### src/rtl/fifo_pkg.sv
// Shared types and constants for the FIFO read-side stream adapter.
package fifo_pkg;

  localparam int unsigned DEFAULT_DATA_WIDTH = 8;
  localparam int unsigned BUF_DEPTH          = 3;

  typedef logic [1:0] buf_ptr_t;
  typedef logic [1:0] buf_cnt_t;

  // Modulo-3 pointer increment; depth is not a power of two so wrap is explicit.
  function automatic buf_ptr_t ptr_inc(input buf_ptr_t p);
    return (p == buf_ptr_t'(BUF_DEPTH - 1)) ? buf_ptr_t'(0) : p + buf_ptr_t'(1);
  endfunction

endpackage

### src/rtl/fifo_rd_stream_if.sv
// FIFO read port plus valid/ready output stream of the read adapter.
interface fifo_rd_stream_if #(
  parameter int unsigned DATA_WIDTH = fifo_pkg::DEFAULT_DATA_WIDTH
);
  import fifo_pkg::*;

  logic                  fifo_empty;
  logic [DATA_WIDTH-1:0] fifo_data;
  logic                  fifo_rd_en;
  logic                  flush;
  logic                  m_valid;
  logic                  m_ready;
  logic [DATA_WIDTH-1:0] m_data;
  buf_cnt_t              buf_level;

  modport master (
    input  fifo_empty, fifo_data, flush, m_ready,
    output fifo_rd_en, m_valid, m_data, buf_level
  );

  modport slave (
    output fifo_empty, fifo_data, flush, m_ready,
    input  fifo_rd_en, m_valid, m_data, buf_level
  );

endinterface

### src/rtl/fifo_rd_stream_buf.sv
// Three-entry prefetch register file with modulo-3 pointers and occupancy count.
module fifo_rd_stream_buf
  import fifo_pkg::*;
#(
  parameter int unsigned DATA_WIDTH = DEFAULT_DATA_WIDTH
) (
  input  logic                  clk,
  input  logic                  rst,
  input  logic                  push_i,
  input  logic                  pop_i,
  input  logic                  clear_i,
  input  logic [DATA_WIDTH-1:0] wdata_i,
  output logic [DATA_WIDTH-1:0] rdata_o,
  output buf_cnt_t              occ_o
);

  logic [DATA_WIDTH-1:0] mem_q [BUF_DEPTH];
  buf_ptr_t              wr_ptr_q, wr_ptr_d;
  buf_ptr_t              rd_ptr_q, rd_ptr_d;
  buf_cnt_t              occ_q, occ_d;

  always_comb begin
    wr_ptr_d = wr_ptr_q;
    rd_ptr_d = rd_ptr_q;
    occ_d    = occ_q;
    if (clear_i) begin
      wr_ptr_d = '0;
      rd_ptr_d = '0;
      occ_d    = '0;
    end else begin
      if (push_i) wr_ptr_d = ptr_inc(wr_ptr_q);
      if (pop_i)  rd_ptr_d = ptr_inc(rd_ptr_q);
      if (push_i && !pop_i)      occ_d = occ_q + buf_cnt_t'(1);
      else if (!push_i && pop_i) occ_d = occ_q - buf_cnt_t'(1);
    end
  end

  always_ff @(posedge clk or posedge rst) begin
    if (rst) begin
      wr_ptr_q <= '0;
      rd_ptr_q <= '0;
      occ_q    <= '0;
      for (int i = 0; i < int'(BUF_DEPTH); i++) mem_q[i] <= '0;
    end else begin
      wr_ptr_q <= wr_ptr_d;
      rd_ptr_q <= rd_ptr_d;
      occ_q    <= occ_d;
      if (push_i && !clear_i) mem_q[wr_ptr_q] <= wdata_i;
    end
  end

  assign rdata_o = mem_q[rd_ptr_q];
  assign occ_o   = occ_q;

endmodule

### src/rtl/fifo_rd_stream.sv
// Read-side adapter: issues FIFO reads, absorbs the 1-cycle read latency and
// presents the words as a valid/ready stream with synchronous flush.
module fifo_rd_stream
  import fifo_pkg::*;
#(
  parameter int unsigned DATA_WIDTH = DEFAULT_DATA_WIDTH
) (
  input logic              clk,
  input logic              rst,
  fifo_rd_stream_if.master bus
);

  localparam int unsigned SUM_W = 3;

  logic                  inflight_q, inflight_d;
  logic                  rd_en_c, push_c, pop_c, valid_c;
  buf_cnt_t              occ;
  logic [DATA_WIDTH-1:0] head;

  // Issue depends only on registered state and fifo_empty, never on m_ready.
  always_comb begin
    rd_en_c    = !rst && !bus.flush && !bus.fifo_empty &&
                 ((SUM_W'(occ) + SUM_W'(inflight_q)) < SUM_W'(BUF_DEPTH));
    valid_c    = (occ != buf_cnt_t'(0)) && !bus.flush;
    pop_c      = valid_c && bus.m_ready;
    push_c     = inflight_q && !bus.flush;
    inflight_d = rd_en_c;
  end

  always_ff @(posedge clk or posedge rst) begin
    if (rst) inflight_q <= 1'b0;
    else     inflight_q <= inflight_d;
  end

  fifo_rd_stream_buf #(.DATA_WIDTH(DATA_WIDTH)) u_buf (
    .clk     (clk),
    .rst     (rst),
    .push_i  (push_c),
    .pop_i   (pop_c),
    .clear_i (bus.flush),
    .wdata_i (bus.fifo_data),
    .rdata_o (head),
    .occ_o   (occ)
  );

  assign bus.fifo_rd_en = rd_en_c;
  assign bus.m_valid    = valid_c;
  assign bus.m_data     = head;
  assign bus.buf_level  = occ;

  a_no_overflow: assert property (@(posedge clk) disable iff (rst)
    (occ != buf_cnt_t'(BUF_DEPTH)) || !push_c);

endmodule

### src/flat_wrapper.sv
// flat-port wrapper written by rule: the top's interface ports become plain ports
module fifo_rd_stream_flat import fifo_pkg::*;
#(
  parameter int unsigned DATA_WIDTH = DEFAULT_DATA_WIDTH
)
  (clk, rst, bus_fifo_empty, bus_fifo_data, bus_flush, bus_m_ready, bus_fifo_rd_en, bus_m_valid, bus_m_data, bus_buf_level);
  fifo_rd_stream_if #(.DATA_WIDTH(DATA_WIDTH)) bus_i ();
  input logic clk;
  input logic rst;
  input wire logic [$bits(bus_i.fifo_empty)-1:0] bus_fifo_empty;
  input wire logic [$bits(bus_i.fifo_data)-1:0] bus_fifo_data;
  input wire logic [$bits(bus_i.flush)-1:0] bus_flush;
  input wire logic [$bits(bus_i.m_ready)-1:0] bus_m_ready;
  output wire logic [$bits(bus_i.fifo_rd_en)-1:0] bus_fifo_rd_en;
  output wire logic [$bits(bus_i.m_valid)-1:0] bus_m_valid;
  output wire logic [$bits(bus_i.m_data)-1:0] bus_m_data;
  output wire logic [$bits(bus_i.buf_level)-1:0] bus_buf_level;
  assign bus_i.fifo_empty = bus_fifo_empty;
  assign bus_i.fifo_data = bus_fifo_data;
  assign bus_i.flush = bus_flush;
  assign bus_i.m_ready = bus_m_ready;
  assign bus_fifo_rd_en = bus_i.fifo_rd_en;
  assign bus_m_valid = bus_i.m_valid;
  assign bus_m_data = bus_i.m_data;
  assign bus_buf_level = bus_i.buf_level;
  fifo_rd_stream #(.DATA_WIDTH(DATA_WIDTH)) u_core (.clk(clk), .rst(rst), .bus(bus_i));
endmodule
### config.mk
export PLATFORM = sky130hd
export DESIGN_NAME = fifo_rd_stream_flat
export DESIGN_NICKNAME = d
export VERILOG_FILES = /design/src/rtl/fifo_pkg.sv /design/src/rtl/fifo_rd_stream_if.sv /design/src/rtl/fifo_rd_stream_buf.sv /design/src/rtl/fifo_rd_stream.sv /design/src/flat_wrapper.sv
export SDC_FILE = /design/constraint.sdc
export NUM_CORES = 1
export LEC_CHECK = 0
export ABC_AREA = 1
export CORE_ASPECT_RATIO = 1.75
export CORE_MARGIN = 2
export CORE_UTILIZATION = 57
export DETAILED_ROUTE_END_ITERATION = 8
export MAX_ROUTING_LAYER = met4
export PLACE_DENSITY = 0.91
export SETUP_SLACK_MARGIN = 0.2
export SYNTH_ARGS = -nofsm -noshare
export SYNTH_HDL_FRONTEND = slang
export SYNTH_HIERARCHICAL = 1
export SYNTH_SLANG_ARGS = --single-unit
### constraint.sdc
create_clock -name clk -period 2.6 [get_ports clk]
set_input_delay 0.26 -clock clk [delete_from_list [all_inputs] [get_ports clk]]
set_output_delay 0.26 -clock clk [all_outputs]
set_load 0.005 [all_outputs]
==> out/results.ini <==
[detailed_routing]
initialDrtViolationCount = 42
drt-wirelength-per-cell_um = 13.2
drc_errors = 0
vias = 1230
drt_pass1_iterations = 4
viasPerCell = 5.28
drt-total-wl_mm = 3.07
ant_nets = 0

[clock_network]
cts_buffer_depth = 2
cts-root-buf = clkbuf_8
cts_setup_buffers = 0
cts_tree = built
htreeDepth = 2
cts_hold_buf = 0
clock_sinks = 31
path_clk_slew_ns = 0.06
cts_resized = 0
cts_buffers = 5
clock_latency_ns = 0.28

[layout]
nNetsFinal = 221
drive_gt1_share_pct = 19.9
instances_no_fill = 233
fillCellCount = 225
seq_area_um2 = 776
area_delta_synth_final_pct = 20.7
multi_input_area_um2 = 679
final_core_util_pct = 71.2
diodes = 0

[job]
cap_violations = 0

[global_route]
antenna_found_initial = 0
grt_start_max_net_pins = 31
grt_overflow = 0
grt_pass1_vias = 1285
track_usage_pct = 24.4
grt_pass1_wl_mm = 5.63

[setup_path]
cp_data_required_time_ns = 2.34
cp-end-kind = output port
path_class = register to output port
cp-start-kind = register
critPathMaxFanout = 8
cp_data_arrival_time_ns = 1.99

[timing]
slew_headroom_pct = 56.9
fin_crit_ns = 2.25
tightest_slew_ns = 0.644
timing.final.ws_setup_ns = 0.345
slew_viol_final = 0
hold_violations = 0
timing.fmax_mhz = 444
tns_ns = 0
rsz0062_at_grt = no
fin_skew_ns = 0.00794
final-setup-viol-count = 0
fin_crit_sh_pct = 86.7

[logic_synthesis]
syn-cell-area_mm2 = 0.00159
yosysWarnings = 6
synth.top_cell.area_share_pct = 48.9
synth_cell_types = 16
syn_nets = 192
synth.area.top_cells = dfrtp_1 (49%), o21ai_2 (13%), nand2_1 (13%)
seq_area_frac_synth_pct = 48.9
synthesis.instances = 176
ys_ff_latch = 31
synth_area_leader_cell = dfrtp_1
postSynthAreaPerCell_um2 = 9.01

[placement]
place_inst = 225
portBuffers = 24
gp_congestion = 0.762
dpl_worst_slack_ns = 0.535
dp_hpwl_mm = 2.27

[floorplanning]
core_mm2 = 0.00269
die_area_mm2 = 0.00324
die_h_um = 73.8
start_util_pct = 59.0
rows = 25
fp.dieW_um = 43.9
pin_count = 25

[power_and_ir_drop]
cellPowerDensity_mw_per_mm2 = 594
p_leak_nw = 0.932
ir_drop_mv = 0.453
power_mw = 1.14

[worst_hold_path]
hold_class = input port to asynchronous set/reset pin

[status]
outcome = finished, final reports clean

[kinds of logic after synthesis]
group                    after synthesis  synth area share (%)
AND/OR/NAND/NOR                       83                  25.3
flip-flops                            31                  48.9
buffers and inverters                 29                  8.28
AO/OA/AOI/OAI                         30                  15.1
adder cells (fa/ha/maj)                3                  2.37
[final timing paths]
check,startpoint,end,slack (ns),cells past startpoint
max in group asynchronous,rst,u_core/u_buf/mem_q[22]$_DFFE_PP0P_,1.91,3
min reg2reg,u_core/u_buf/mem_q[21]$_DFFE_PP0P_,u_core/u_buf/mem_q[21]$_DFFE_PP0P_,0.48,2
max reg2reg,u_core/u_buf/occ_o[0]$_DFFE_PP0P_,u_core/u_buf/occ_o[1]$_DFFE_PP0P_,0.92,9
min,rst,u_core/inflight_q$_DFF_PP0_,0.17,2
min in group clk,u_core/u_buf/mem_q[21]$_DFFE_PP0P_,u_core/u_buf/mem_q[21]$_DFFE_PP0P_,0.48,2
max,u_core/u_buf/rd_ptr_q[1]$_DFFE_PP0P_,bus_m_data[4],0.35,5
[power by group]
group	internal (mW)	switching, mW
clock	0.187	0.163
combinational	0.128	0.106
sequential	0.525	0.0275
total	0.841	0.297
[synthesized netlist by cell type (all sizes together)]
master	count
nand3	14
nand4	1
o21ai	29
inv	26
a21oi	1
nor3	1
dfrtp	31
buf	3
ha	3
nand2	57
nor2	10
[registers in the layout, indices dropped and copies added (netlist names)]
name and count:
u_core/inflight_q 1, u_core/u_buf/occ_o 2, u_core/u_buf/wr_ptr_q 2, u_core/u_buf/rd_ptr_q 2, u_core/u_buf/mem_q 24
[final cells by class]
| class | instances | area share [%] |
|---|---|---|
| Clock buffer | 7 | 3.98 |
| Clock inverter | 1 | 0.261 |
| Inverter | 26 | 5.09 |
| Multi-Input combinational cell | 116 | 35.5 |
| Sequential cell | 31 | 40.5 |
| Tap cell | 27 | 1.76 |
| Timing Repair Buffer | 25 | 12.9 |
[metrics by stage]
| step | area, um2 | hold WS [ns] |
|---|---|---|
| floorplan | 1590 | -0.0113 |
| CTS | 1920 | 0.160 |
| finish | 1920 | 0.166 |
| global placement | 1830 | 0.461 |
| global route | 1920 | 0.203 |
| detailed placement | 1830 | 0.461 |
[critical path, cell delays in order, from the launching register on]
cell and delay, ns:
dfrtp_1 0.40, inv_1 0.07, nor2_1 0.50, nand2_1 0.12, nand3_1 0.11, clkdlybuf4s50_1 0.52
[layer usage]
layer  share of wire (%)  up-vias  wire length [um]  GRT usage, %
met5                   0        -                 0             -
met1                  37      577              1130          26.0
met4                 2.0        0                61          9.09
met2                  56       27              1730          41.7
li1                    -      619                 -             -
met3                 4.8        7               148          7.13
[cell usage in the layout (no fill, tap or decap), drive strengths merged]
| master | count |
|---|---|
| a21oi | 1 |
| buf | 1 |
| clkbuf | 7 |
| clkdlybuf4s50 | 24 |
| clkinv | 1 |
| dfrtp | 31 |
| ha | 3 |
| inv | 26 |
| nand2 | 57 |
| nand3 | 14 |
| nand4 | 1 |
| nor2 | 10 |
| nor3 | 1 |
| o21ai | 29 |
Note: power is estimated with default switching activity, not from simulation.
